$ cat config.mk
export PLATFORM = sky130hd
export DESIGN_NAME = cmp16_operand_loader_flat
export DESIGN_NICKNAME = d
export VERILOG_FILES = /design/src/rtl/cmp16_operand_loader_if.sv /design/src/rtl/cmp16_operand_loader.sv /design/src/flat_wrapper.sv
export SDC_FILE = /design/constraint.sdc
export NUM_CORES = 1
export LEC_CHECK = 0
export BUFFER_PORTS_ARGS = -buffer_cell sky130_fd_sc_hd__buf_2
export CAP_MARGIN = 5
export CORE_MARGIN = 1
export CORE_UTILIZATION = 31
export DETAILED_ROUTE_END_ITERATION = 10
export PLACE_DENSITY_LB_ADDON = 0.25
export RECOVER_POWER = 50
export SYNTH_ARGS = -nofsm -noshare
export SYNTH_HDL_FRONTEND = slang
export SYNTH_SLANG_ARGS = --single-unit
$ cat constraint.sdc
create_clock -name clk -period 2.9 [get_ports clk]
set_input_delay 0.29 -clock clk [delete_from_list [all_inputs] [get_ports clk]]
set_output_delay 0.29 -clock clk [all_outputs]
set_load 0.05 [all_outputs]
$ cat src/rtl/cmp16_operand_loader_if.sv
`default_nettype none
// ============================================================================
// Module      : cmp16_operand_loader_if
// Description : Bundles every non-clock/reset signal of the 16-bit comparator
//               operand loader.
//               - Nibble stream: in_valid / in_ready / in_nibble, plus in_par
//                 when CMP16_LOADER_PARITY_EN is defined.
//               - Operand pair: op_valid / op_ready / op_a / op_b and the
//                 cascade inputs cas_gt / cas_le / cas_eq.
//               - Comparator result inputs: cmp_gt / cmp_le / cmp_eq.
//               - Registered result: res_valid / res_gt / res_le / res_eq,
//                 plus the sticky protocol error err.
//               The master modport is the loader's view and the slave modport
//               is the view of the environment around it.
// Macro       : CMP16_LOADER_PARITY_EN adds the in_par signal.
// Revision    : 1.0 - initial release
// ============================================================================
interface cmp16_operand_loader_if;
    logic        in_valid;
    logic        in_ready;
    logic [3:0]  in_nibble;
`ifdef CMP16_LOADER_PARITY_EN
    logic        in_par;
`endif
    logic        op_valid;
    logic        op_ready;
    logic [15:0] op_a;
    logic [15:0] op_b;
    logic        cas_gt;
    logic        cas_le;
    logic        cas_eq;
    logic        cmp_gt;
    logic        cmp_le;
    logic        cmp_eq;
    logic        res_valid;
    logic        res_gt;
    logic        res_le;
    logic        res_eq;
    logic        err;

    modport master (
`ifdef CMP16_LOADER_PARITY_EN
        input  in_par,
`endif
        input  in_valid, in_nibble, op_ready, cmp_gt, cmp_le, cmp_eq,
        output in_ready, op_valid, op_a, op_b, cas_gt, cas_le, cas_eq,
        output res_valid, res_gt, res_le, res_eq, err
    );

    modport slave (
`ifdef CMP16_LOADER_PARITY_EN
        output in_par,
`endif
        output in_valid, in_nibble, op_ready, cmp_gt, cmp_le, cmp_eq,
        input  in_ready, op_valid, op_a, op_b, cas_gt, cas_le, cas_eq,
        input  res_valid, res_gt, res_le, res_eq, err
    );
endinterface
`default_nettype wire

$ cat src/rtl/cmp16_operand_loader.sv
`default_nettype none
// ============================================================================
// Module      : cmp16_operand_loader
// Description : Upstream feeder for the 16-bit cascaded magnitude comparator.
//               - Assembles operand A and then operand B from a 4-bit nibble
//                 stream, one nibble per handshake.
//               - Presents the pair and the cascade inputs until the consumer
//                 takes them.
//               - Captures the comparator's GT/LE/EQ result into a registered
//                 single-cycle pulse.
// Parameters  : MSB_FIRST   - 0: nibble [3:0] arrives first,
//                             1: nibble [15:12] arrives first.
//               CAS_DEFAULT - {cas_gt, cas_le, cas_eq} driven while presenting.
// Ports       : clk - clock, rising edge.
//               rst - synchronous reset, active-high.
//               bus - cmp16_operand_loader_if.master, which carries the nibble
//                     stream, the operand pair and cascade inputs, the
//                     comparator result inputs, the registered result and err.
// Macro       : CMP16_LOADER_PARITY_EN - when defined, each nibble carries
//               in_par, chosen so that in_par together with in_nibble holds an
//               odd number of ones. A mismatch sets the sticky err flag and
//               drops the frame. When undefined, err is tied to 0.
// Revision    : 1.0 - initial release
// ============================================================================
module cmp16_operand_loader #(
    parameter bit         MSB_FIRST   = 1'b0,
    parameter logic [2:0] CAS_DEFAULT = 3'b001
) (
    input  wire logic             clk,
    input  wire logic             rst,
    cmp16_operand_loader_if.master bus
);

    typedef enum logic [1:0] {
        ST_LOAD_A  = 2'd0,
        ST_LOAD_B  = 2'd1,
        ST_PRESENT = 2'd2
    } state_t;

    state_t      state_q, state_d;
    logic [1:0]  cnt_q, cnt_d;
    logic [15:0] op_a_q, op_a_d;
    logic [15:0] op_b_q, op_b_d;
    logic        res_valid_q, res_valid_d;
    logic [2:0]  res_q, res_d;      // {gt, le, eq}
    logic        err_q, err_d;

    logic        w_accept;
    logic        w_par_ok;
    logic [1:0]  w_slot;

    assign w_accept = bus.in_valid && (state_q != ST_PRESENT);
    assign w_slot   = MSB_FIRST ? (2'd3 - cnt_q) : cnt_q;

`ifdef CMP16_LOADER_PARITY_EN
    // in_par must make the total number of ones (nibble plus in_par) odd.
    assign w_par_ok = (bus.in_par == ~(^bus.in_nibble));
`else
    assign w_par_ok = 1'b1;
`endif

    always_comb begin
        state_d     = state_q;
        cnt_d       = cnt_q;
        op_a_d      = op_a_q;
        op_b_d      = op_b_q;
        res_valid_d = 1'b0;
        res_d       = res_q;
        err_d       = err_q;

        case (state_q)
            ST_LOAD_A, ST_LOAD_B: begin
                if (w_accept) begin
                    if (!w_par_ok) begin
                        // A corrupt nibble poisons the whole frame: restart at A.
                        err_d   = 1'b1;
                        cnt_d   = 2'd0;
                        state_d = ST_LOAD_A;
                    end else begin
                        if (state_q == ST_LOAD_A) begin
                            op_a_d[{w_slot, 2'b00} +: 4] = bus.in_nibble;
                        end else begin
                            op_b_d[{w_slot, 2'b00} +: 4] = bus.in_nibble;
                        end
                        cnt_d = cnt_q + 2'd1;   // wraps to 0 after the 4th nibble
                        if (cnt_q == 2'd3) begin
                            state_d = (state_q == ST_LOAD_A) ? ST_LOAD_B : ST_PRESENT;
                        end
                    end
                end
            end
            ST_PRESENT: begin
                // The comparator output is valid for the pair currently on
                // op_a/op_b, so sample it on the same edge the pair is taken.
                if (bus.op_ready) begin
                    res_d       = {bus.cmp_gt, bus.cmp_le, bus.cmp_eq};
                    res_valid_d = 1'b1;
                    state_d     = ST_LOAD_A;
                end
            end
            default: begin
                state_d = ST_LOAD_A;
                cnt_d   = 2'd0;
            end
        endcase
    end

    always_ff @(posedge clk) begin
        if (rst) begin
            state_q     <= ST_LOAD_A;
            cnt_q       <= 2'd0;
            op_a_q      <= 16'h0000;
            op_b_q      <= 16'h0000;
            res_valid_q <= 1'b0;
            res_q       <= 3'b001;
            err_q       <= 1'b0;
        end else begin
            state_q     <= state_d;
            cnt_q       <= cnt_d;
            op_a_q      <= op_a_d;
            op_b_q      <= op_b_d;
            res_valid_q <= res_valid_d;
            res_q       <= res_d;
            err_q       <= err_d;
        end
    end

    assign bus.in_ready  = (state_q != ST_PRESENT);
    assign bus.op_valid  = (state_q == ST_PRESENT);
    assign bus.op_a      = op_a_q;
    assign bus.op_b      = op_b_q;
    assign bus.cas_gt    = CAS_DEFAULT[2];
    assign bus.cas_le    = CAS_DEFAULT[1];
    assign bus.cas_eq    = CAS_DEFAULT[0];
    assign bus.res_valid = res_valid_q;
    assign bus.res_gt    = res_q[2];
    assign bus.res_le    = res_q[1];
    assign bus.res_eq    = res_q[0];
`ifdef CMP16_LOADER_PARITY_EN
    assign bus.err       = err_q;
`else
    // Without parity checking no protocol error can be detected.
    assign bus.err       = 1'b0;
`endif

endmodule
`default_nettype wire

$ cat src/flat_wrapper.sv
// flat-port wrapper written by rule: the top's interface ports become plain ports
module cmp16_operand_loader_flat 
#(
    parameter bit         MSB_FIRST   = 1'b0,
    parameter logic [2:0] CAS_DEFAULT = 3'b001
)
  (clk, rst, bus_in_valid, bus_in_nibble, bus_op_ready, bus_cmp_gt, bus_cmp_le, bus_cmp_eq, bus_in_ready, bus_op_valid, bus_op_a, bus_op_b, bus_cas_gt, bus_cas_le, bus_cas_eq, bus_res_valid, bus_res_gt, bus_res_le, bus_res_eq, bus_err);
  cmp16_operand_loader_if bus_i ();
  input  wire logic clk;
  input  wire logic rst;
  input wire logic [$bits(bus_i.in_valid)-1:0] bus_in_valid;
  input wire logic [$bits(bus_i.in_nibble)-1:0] bus_in_nibble;
  input wire logic [$bits(bus_i.op_ready)-1:0] bus_op_ready;
  input wire logic [$bits(bus_i.cmp_gt)-1:0] bus_cmp_gt;
  input wire logic [$bits(bus_i.cmp_le)-1:0] bus_cmp_le;
  input wire logic [$bits(bus_i.cmp_eq)-1:0] bus_cmp_eq;
  output wire logic [$bits(bus_i.in_ready)-1:0] bus_in_ready;
  output wire logic [$bits(bus_i.op_valid)-1:0] bus_op_valid;
  output wire logic [$bits(bus_i.op_a)-1:0] bus_op_a;
  output wire logic [$bits(bus_i.op_b)-1:0] bus_op_b;
  output wire logic [$bits(bus_i.cas_gt)-1:0] bus_cas_gt;
  output wire logic [$bits(bus_i.cas_le)-1:0] bus_cas_le;
  output wire logic [$bits(bus_i.cas_eq)-1:0] bus_cas_eq;
  output wire logic [$bits(bus_i.res_valid)-1:0] bus_res_valid;
  output wire logic [$bits(bus_i.res_gt)-1:0] bus_res_gt;
  output wire logic [$bits(bus_i.res_le)-1:0] bus_res_le;
  output wire logic [$bits(bus_i.res_eq)-1:0] bus_res_eq;
  output wire logic [$bits(bus_i.err)-1:0] bus_err;
  assign bus_i.in_valid = bus_in_valid;
  assign bus_i.in_nibble = bus_in_nibble;
  assign bus_i.op_ready = bus_op_ready;
  assign bus_i.cmp_gt = bus_cmp_gt;
  assign bus_i.cmp_le = bus_cmp_le;
  assign bus_i.cmp_eq = bus_cmp_eq;
  assign bus_in_ready = bus_i.in_ready;
  assign bus_op_valid = bus_i.op_valid;
  assign bus_op_a = bus_i.op_a;
  assign bus_op_b = bus_i.op_b;
  assign bus_cas_gt = bus_i.cas_gt;
  assign bus_cas_le = bus_i.cas_le;
  assign bus_cas_eq = bus_i.cas_eq;
  assign bus_res_valid = bus_i.res_valid;
  assign bus_res_gt = bus_i.res_gt;
  assign bus_res_le = bus_i.res_le;
  assign bus_res_eq = bus_i.res_eq;
  assign bus_err = bus_i.err;
  cmp16_operand_loader #(.MSB_FIRST(MSB_FIRST), .CAS_DEFAULT(CAS_DEFAULT)) u_core (.clk(clk), .rst(rst), .bus(bus_i));
endmodule
==> results.toml, run 1 <==
[timing]
fin_crit_ns = 2.030
skew_ns = 0.004003
fmax_mhz = 492.6
finalMaxSlewViolations = 0
rsz0062_at_grt = "no"
worst_pin_slew_ns = 0.7274
finalWorstSetupSlack_ns = 0.8701
final-setup-viol-count = 0
maxSlewHeadroom_pct = 51.51
finalSetupTns_ns = 0
hold_viol_final = 0
post-route-period-util_pct = 70.00
holdWs_ns = 0.2491

[setup_path]
crit_path_cell_trace = "nor2b_1 > buf_2"
slowest_stage = "dfxtp_1"
path_max_fanout = 14
cp_slowest_stage_delay_ns = 0.59
arrival_ns = 1.74
crit_required_ns = 2.61
timing.critical_path.buf_inv = 1
r2r_setup_slack_ns = 1.02
cp-end-kind = "primary output"
cpLargestDelayFamily = "flip-flops"
cp-start-kind = "flip-flop"
worst-setup-path-type = "flip-flop to primary output"

[placed_design]
gp_congestion = 0.7633
placement.cell_area_um2 = 2064
io_buffers = 48
dp_hpwl_um = 2774
dp_cells = 299
pre_cts_ws_ns = 1.016

[clock_tree]
path_clk_slew_ns = 0.07
cts_setup_buffers = 0
cts_buffer_depth = 2
cts.repair.resized = 0
clockRootBuffer = "clkbuf_8"
cts_buffers = 5
clock_latency_ns = 0.29
cts-hold-fix-buffers = 0
numClockSinks = 40
htree_levels = 2
cts_tree = "built"

[routing]
drt_iter0_markers = 51
viasPerCell = 4.736
vias = 1454
ant_nets = 0
remaining_drc_errors = 0
dr.pass1.iters = 4
wl_per_cell_um = 12.93
wirelength_um = 3970

[grt]
overflow = 0
grt_pass1_vias = 1314
grt_pass1_wl_um = 6486
grt_max_degree = 51
antenna_found_initial = 0
grt.total_usage_pct = 13.53

[power]
power.density_nw_per_um2 = 527.3
ir_drop_mv = 0.2034
leakage_uw = 0.0007270

[finish]
drive_gt1_share_pct = 14.47
antenna_cells = 0
fin_nets = 251
multiInputGateArea_um2 = 888.4
fillers = 603
fin_area_um2 = 2127
syn_to_final_growth_pct = 17.40
final_cells = 307
seqCellArea_um2 = 800.8

[run_status]
outcome = "finished, final reports clean"

[logic_synthesis]
syn_inst = 190
synth_seq_area_share_pct = 44.20
synth_area_um2 = 1812
synth_commonest_cells = "dfxtp_1 (40), nand2b_1 (29), o22ai_1 (24), nand2_1 (15), inv_1 (12)"
postSynthAreaPerCell_um2 = 9.535
synthFlopType = "dfxtp_1"
yosysTopAreaCellShare_pct = 44.20
yosysMostFrequentCell = "dfxtp_1"
yosys.area.top_type = "dfxtp_1"
yosys.cell_types.count = 32
ys_warn_count = 0
ys_async_sr_fraction_pct = 0
synth_edf_count = 0
yosys_register_bits = 40
synth_area_leaders = "dfxtp_1 (44%), nand2b_1 (10%), o22ai_1 (8.3%)"

[flow_run]
maxCapViolations = 0

[floorplanning]
initial_core_util_pct = 32.50
coreArea_um2 = 5574
ioPinCount = 53
fp-row-count = 27
dieArea_um2 = 6154
die_height_um = 78.45
die_w_um = 78.45

[hold_path]
min_path_type = "input port to flip-flop"
## worst register-to-register path, stage by stage, from the launching register on
cell,delay [ns]
dfxtp_1,0.54
inv_1,0.15
ha_1,0.41
nor4b_2,0.40
nand2_1,0.13
o22ai_1,0.19
## routing by layer
| metal | global-route usage, % | wire (um) | vias up |
|---|---|---|---|
| met5 | 0 | 0 | - |
| met1 | 18.87 | 1979 | 663 |
| met4 | 5.000 | 23 | 0 |
| li1 | - | - | 758 |
| met3 | 4.186 | 199 | 2 |
| met2 | 19.30 | 1768 | 31 |
## per-stage QoR
stage | power, uW | utilization, %
after floorplan | 669.4 | -
after global placement | 692.4 | 37.04
after detailed placement | 693.2 | 37.04
after CTS | 1136 | 38.97
after global routing | 1181 | 38.16
final | 1122 | 38.16
## area by class of cell
type / instances / area share [%]
clock buffer: 6 / 3.412
clock inverter: 2 / 1.647
inverter: 12 / 2.118
multi-input combinational: 127 / 41.76
sequential: 40 / 37.65
tap: 72 / 4.235
timing repair buffer: 48 / 9.176
## report_power, final
group,total [uW],internal (uW),switching [uW]
Clock,443,255,188
Sequential,563,555,8.18
Combinational,115,40.3,75.0
## cells in the final DEF (no fill, tap or decap), drive strengths merged, types with 6 or more instances in the layout
master / synthesis / routed
buf: 9 / 12
clkbuf: 4 / 42
dfxtp: 40 / 40
ha: 6 / 6
inv: 12 / 12
nand2: 15 / 15
nand2b: 34 / 34
o22ai: 24 / 24
o32ai: 8 / 8
## sequential cells by signal, indices dropped and copies added, names as in the netlist
name,cells
u_core.bus.res_valid,1
u_core.res_q,3
u_core.bus.op_b,16
u_core.cnt_q,2
u_core.bus.op_a,16
u_core.state_q,2
## worst paths after layout
path / from / endpoint / depth (start not counted)
worst min register to register: u_core.res_q[1] / u_core.res_q[1] / 2
worst max register to register: u_core.cnt_q[0] / u_core.bus.op_a[9] / 5
worst min-delay path: bus_cmp_le / u_core.res_q[1] / 3
worst max-delay path: u_core.state_q[1] / bus_op_valid / 2
## logic make-up after synthesis
kind of cell | synth area share [%]
AOI/OAI and AO/OA | 14.71
DFF | 44.20
other | 0.4145
buffers and inverters | 7.182
xor gates and xnor gates | 0.9670
adders and majority gates | 4.144
and+or+nand+nor | 28.38
(Power assumes the default switching activity.)
==> run 2: changes to the inputs <==
clock period = 1.8 ns   (was 2.9 ns; I/O delays follow)
==> run 2 against run 1 <==
Effect of this change: clock skew increased by 0.0028 ns; largest power group unchanged; die area unchanged; global-route usage decreased by 0.29 points; worst setup slack got worse by 0.74 ns; combinational power increased by 77%; critical path type unchanged; via count increased by 0.89%; wire length decreased by 0.13%; non-clock buffer count increased by 3; clock power increased by 25%; sequential share of layout area unchanged; clock-buffer cell count unchanged; hold slack got worse by 0.10 ns; highest routed layer unchanged.
==> results.toml, run 2 (synthesis gave the netlist of run 1 again) <==
[run_status]
outcome = "finished, final reports clean"

[finish]
drive_gt1_share_pct = 15.19
antenna_cells = 0
final_cell_mix = "dfxtp_1 (40), clkbuf_1 (38), nand2b_1 (29)"
fin_nets = 254
layout.cells.most_common = "dfxtp_1"
fillers = 621
syn_to_final_growth_pct = 17.40

[grt]
grt.total_usage_pct = 13.24
grt_pass1_vias = 1424
antenna_found_initial = 0
overflow = 0
grt_pass1_wl_um = 6444
grt_max_degree = 41

[floorplanning]
coreArea_um2 = 5574
die_w_um = 78.45
dieArea_um2 = 6154
initial_core_util_pct = 32.50
ioPinCount = 53
fp-row-count = 27
die_height_um = 78.45

[clock_tree]
path_clk_slew_ns = 0.07
clock_latency_ns = 0.29
htree_levels = 2
cts_buffers = 5
cts_buffer_depth = 2
numClockSinks = 40
cts_setup_buffers = 0
clockRootBuffer = "clkbuf_8"
cts-hold-fix-buffers = 0
cts_tree = "built"

[timing]
finalWorstSetupSlack_ns = 0.1273
fmax_mhz = 597.8
fin_crit_ns = 1.673
finalSetupTns_ns = 0
worst_pin_slew_ns = 0.6078
finalMaxSlewViolations = 0
hold_viol_final = 0
maxSlewHeadroom_pct = 59.65
skew_ns = 0.006818
rsz0062_at_grt = "no"
final-setup-viol-count = 0
post-route-period-util_pct = 92.93

[setup_path]
arrival_ns = 1.49
crit_required_ns = 1.62
worst-setup-path-type = "flip-flop to primary output"
cp_slowest_stage_delay_ns = 0.57
cpLargestDelayFamily = "flip-flops"
crit_path_cell_trace = "nor2b_2 > buf_2"
cp-end-kind = "primary output"
timing.critical_path.buf_inv = 1
rr_startpoint = "u_core.cnt_q[1]"
path_max_fanout = 14
slowest_stage = "dfxtp_1"
cp-start-kind = "flip-flop"
startpoint = "u_core.state_q[1]"

[hold_path]
min_from = "bus_cmp_gt"
min_path_type = "input port to flip-flop"

[power]
ir_drop_mv = 0.3042
leakage_uw = 0.0007282
power.density_nw_per_um2 = 778.7

[routing]
viasPerCell = 4.748
wl_met3_um = 206
vias = 1467
wl_met1_um = 1930
ant_nets = 0
wirelength_um = 3965
remaining_drc_errors = 0
dr.pass1.iters = 4
drt_iter0_markers = 55
routed.top_layer = "met4"
wl_per_cell_um = 12.83
wl_met2_um = 1783

[flow_run]
maxCapViolations = 0

[placed_design]
gp_congestion = 0.7413
io_buffers = 48
dp_hpwl_um = 2842
pre_cts_ws_ns = 0.1542
==> run 2: timing repair <==
item / in CTS / in global routing
gates cloned: 0 / 0
setup endpoints to repair: 1 / 1
gates resized for setup: 1 / 1
pin swaps: 0 / 0
==> run 2: power breakdown <==
group / switching (uW) / leakage (uW) / internal (uW)
combinational: 133 / 0.000364 / 70.0
clock: 288 / 0.0000410 / 263
sequential: 7.47 / 0.000323 / 895
==> run 2: worst register-to-register path, cell delays in order (launching register included) <==
cell      delay [ns]
dfxtp_1         0.40
inv_1           0.10
ha_1            0.37
and4bb_2        0.36
nand3_1         0.15
o32ai_1         0.16
==> run 2: final timing paths <==
| path | end | slack, ns | cells after the start |
|---|---|---|---|
| setup / recovery | bus_op_valid | 0.13 | 2 |
| hold / removal | u_core.res_q[2] | 0.15 | 3 |
| setup reg to reg | u_core.bus.op_b[0] | 0.18 | 5 |
| hold reg to reg | u_core.res_q[1] | 0.46 | 2 |
==> run 2: area by class of cell <==
cell class	instances	area [um^2]	area share [%]
clock inverter	1	5.005	0.2353
inverter	12	45.04	2.118
multi-input combinational	127	899.6	42.29
tap	72	90.09	4.235
clock buffer	6	72.57	3.412
timing repair buffer	51	214.0	10.06
sequential	40	800.8	37.65
==> run 2: routing by layer <==
layer  up-vias  GRT usage (%)
met4         0          4.444
met5         -              0
met3         5          4.070
li1        752              -
met2        31          21.32
met1       679          16.71
==> run 2: per-stage QoR <==
stage	cell area (um^2)	util (%)	hold WS [ns]	std cells	total power, uW
3_3_place_gp	2087	37.44	0.4403	302	1122
5_1_grt	2127	38.16	0.1485	309	1734
6_report	2127	38.16	0.1464	309	1656
3_5_place_dp	2087	37.44	0.4418	302	1122
2_1_floorplan	1819	-	0.3276	192	1079
4_1_cts	2167	38.88	0.1293	309	1679
==> run 3: changes to the inputs <==
CORE_UTILIZATION = 50   (was 31)
REMOVE_ABC_BUFFERS = 1   (was unset)
clock period = 2 ns   (was 1.8 ns; I/O delays follow)
==> run 3 against run 2 <==
Effect of this change: register-to-register slack improved by 0.12 ns; worst setup slack better by 0.13 ns; clock skew decreased by 0.0023 ns; sequential cell count unchanged; hold slack got worse by 0.044 ns; sequential power shrank 10%; wire length decreased by 7.1%; utilization increased by 22 points; first-iteration DRC count grew 73%; total power down 14%; sequential share of layout area rose by 1.0 points; largest cell class unchanged.
==> results.toml, run 3 (synthesis gave the netlist of run 1 again) <==
[run_status]
outcome = "finished, final reports clean"

[routing]
remaining_drc_errors = 0
dr.pass1.iters = 4
vias = 1485
drt_iter0_markers = 95
ant_nets = 0
wl_per_cell_um = 13.02
viasPerCell = 5.247
wirelength_um = 3685

[clock_tree]
numClockSinks = 40
htree_levels = 2
cts_tree = "built"
cts.repair.resized = 0
path_clk_slew_ns = 0.10
clockRootBuffer = "clkbuf_4"
clock_latency_ns = 0.35
cts_buffer_depth = 2
cts-hold-fix-buffers = 0
cts_buffers = 5
cts_setup_buffers = 0

[setup_path]
worst-setup-path-type = "flip-flop to primary output"
crit_path_cell_trace = "nor2b_1 > buf_2"
cp_slowest_stage_delay_ns = 0.43
crit_required_ns = 1.80
cp-start-kind = "flip-flop"
cp-end-kind = "primary output"
arrival_ns = 1.54
slowest_stage = "dfxtp_1"
path_max_fanout = 11

[finish]
fillers = 360
antenna_cells = 0
postLayoutCoreUtil_pct = 60.62
drive_gt1_share_pct = 15.19
final_cell_mix = "dfxtp_1 (40), clkbuf_1 (37), nand2b_1 (29)"
layout.cells.most_common = "dfxtp_1"
fin_nets = 254
syn_to_final_growth_pct = 14.30
final_cells = 283

[timing]
maxSlewHeadroom_pct = 59.54
fmax_mhz = 575.5
finalMaxSlewViolations = 0
finalSetupTns_ns = 0
skew_ns = 0.004513
hold_viol_final = 0
final-setup-viol-count = 0
worst_pin_slew_ns = 0.6095
post-route-period-util_pct = 86.89
fin_crit_ns = 1.738
rsz0062_at_grt = "no"

[floorplanning]
fp-row-count = 21
ioPinCount = 53
coreArea_um2 = 3416
die_height_um = 62.20
dieArea_um2 = 3868
initial_core_util_pct = 53.04
die_w_um = 62.20

[hold_path]
min_path_type = "input port to flip-flop"

[grt]
grt_max_degree = 42
met1_usage_pct = 25.60
grt_use_met2_pct = 31.04
grt.total_usage_pct = 19.77
use_met3_pct = 3.493
overflow = 0
top_usage_layer = "met2"
antenna_found_initial = 0
grt_pass1_wl_um = 6065
grt_pass1_vias = 1380

[power]
total_power_uw = 1426
ir_drop_mv = 0.3097
leakage_uw = 0.0007207
power.density_nw_per_um2 = 688.8

[placed_design]
io_buffers = 48
gp_congestion = 0.7623
dp_hpwl_um = 2628
dp_cells = 276

[flow_run]
maxCapViolations = 0
==> run 3: cell type report <==
| class | instances | area (um^2) | share of cell area (%) |
|---|---|---|---|
| multi-input combinational | 127 | 888.4 | 42.90 |
| sequential | 40 | 800.8 | 38.67 |
| timing repair buffer | 51 | 214.0 | 10.33 |
| clock buffer | 7 | 65.06 | 3.142 |
| tap | 46 | 57.56 | 2.779 |
| inverter | 12 | 45.04 | 2.175 |
==> run 3: stage by stage <==
step           setup slack [ns]  hold slack, ns  cell area, um^2
2_1_floorplan           -0.1385          0.2691             1734
3_3_place_gp             0.4140          0.4462             2054
3_5_place_dp             0.3718          0.4445             2054
4_1_cts                  0.2226         0.08803             2120
5_1_grt                  0.1705         0.08833             2071
6_report                 0.2623          0.1020             2071
==> run 3: metal layers <==
metal / wire length [um] / part of all wire, %
met1: 1827 / 50
met2: 1565 / 42
met3: 186 / 5.0
met4: 106 / 2.9
met5: 0 / 0
==> run 3: path summary, 6_finish.rpt <==
path                                         from                 end  slack (ns)  cells after the start
worst max-delay path            u_core.state_q[0]        bus_op_valid        0.26                      2
worst min register to register    u_core.res_q[1]     u_core.res_q[1]        0.47                      2
worst max register to register    u_core.cnt_q[1]  u_core.bus.op_b[8]        0.30                      5
worst min-delay path                   bus_cmp_le     u_core.res_q[1]        0.10                      3
==> run 3: where the power goes <==
group	internal (uW)	switching (uW)
combinational	60.6	115
clock	199	239
sequential	805	6.85
==> run 3: critical path, delay by kind of cell (launching register included) <==
kind	cells	cell delay, ns
buffers and inverters	1	0.35
and+or+nand+nor	1	0.41
DFF	1	0.43
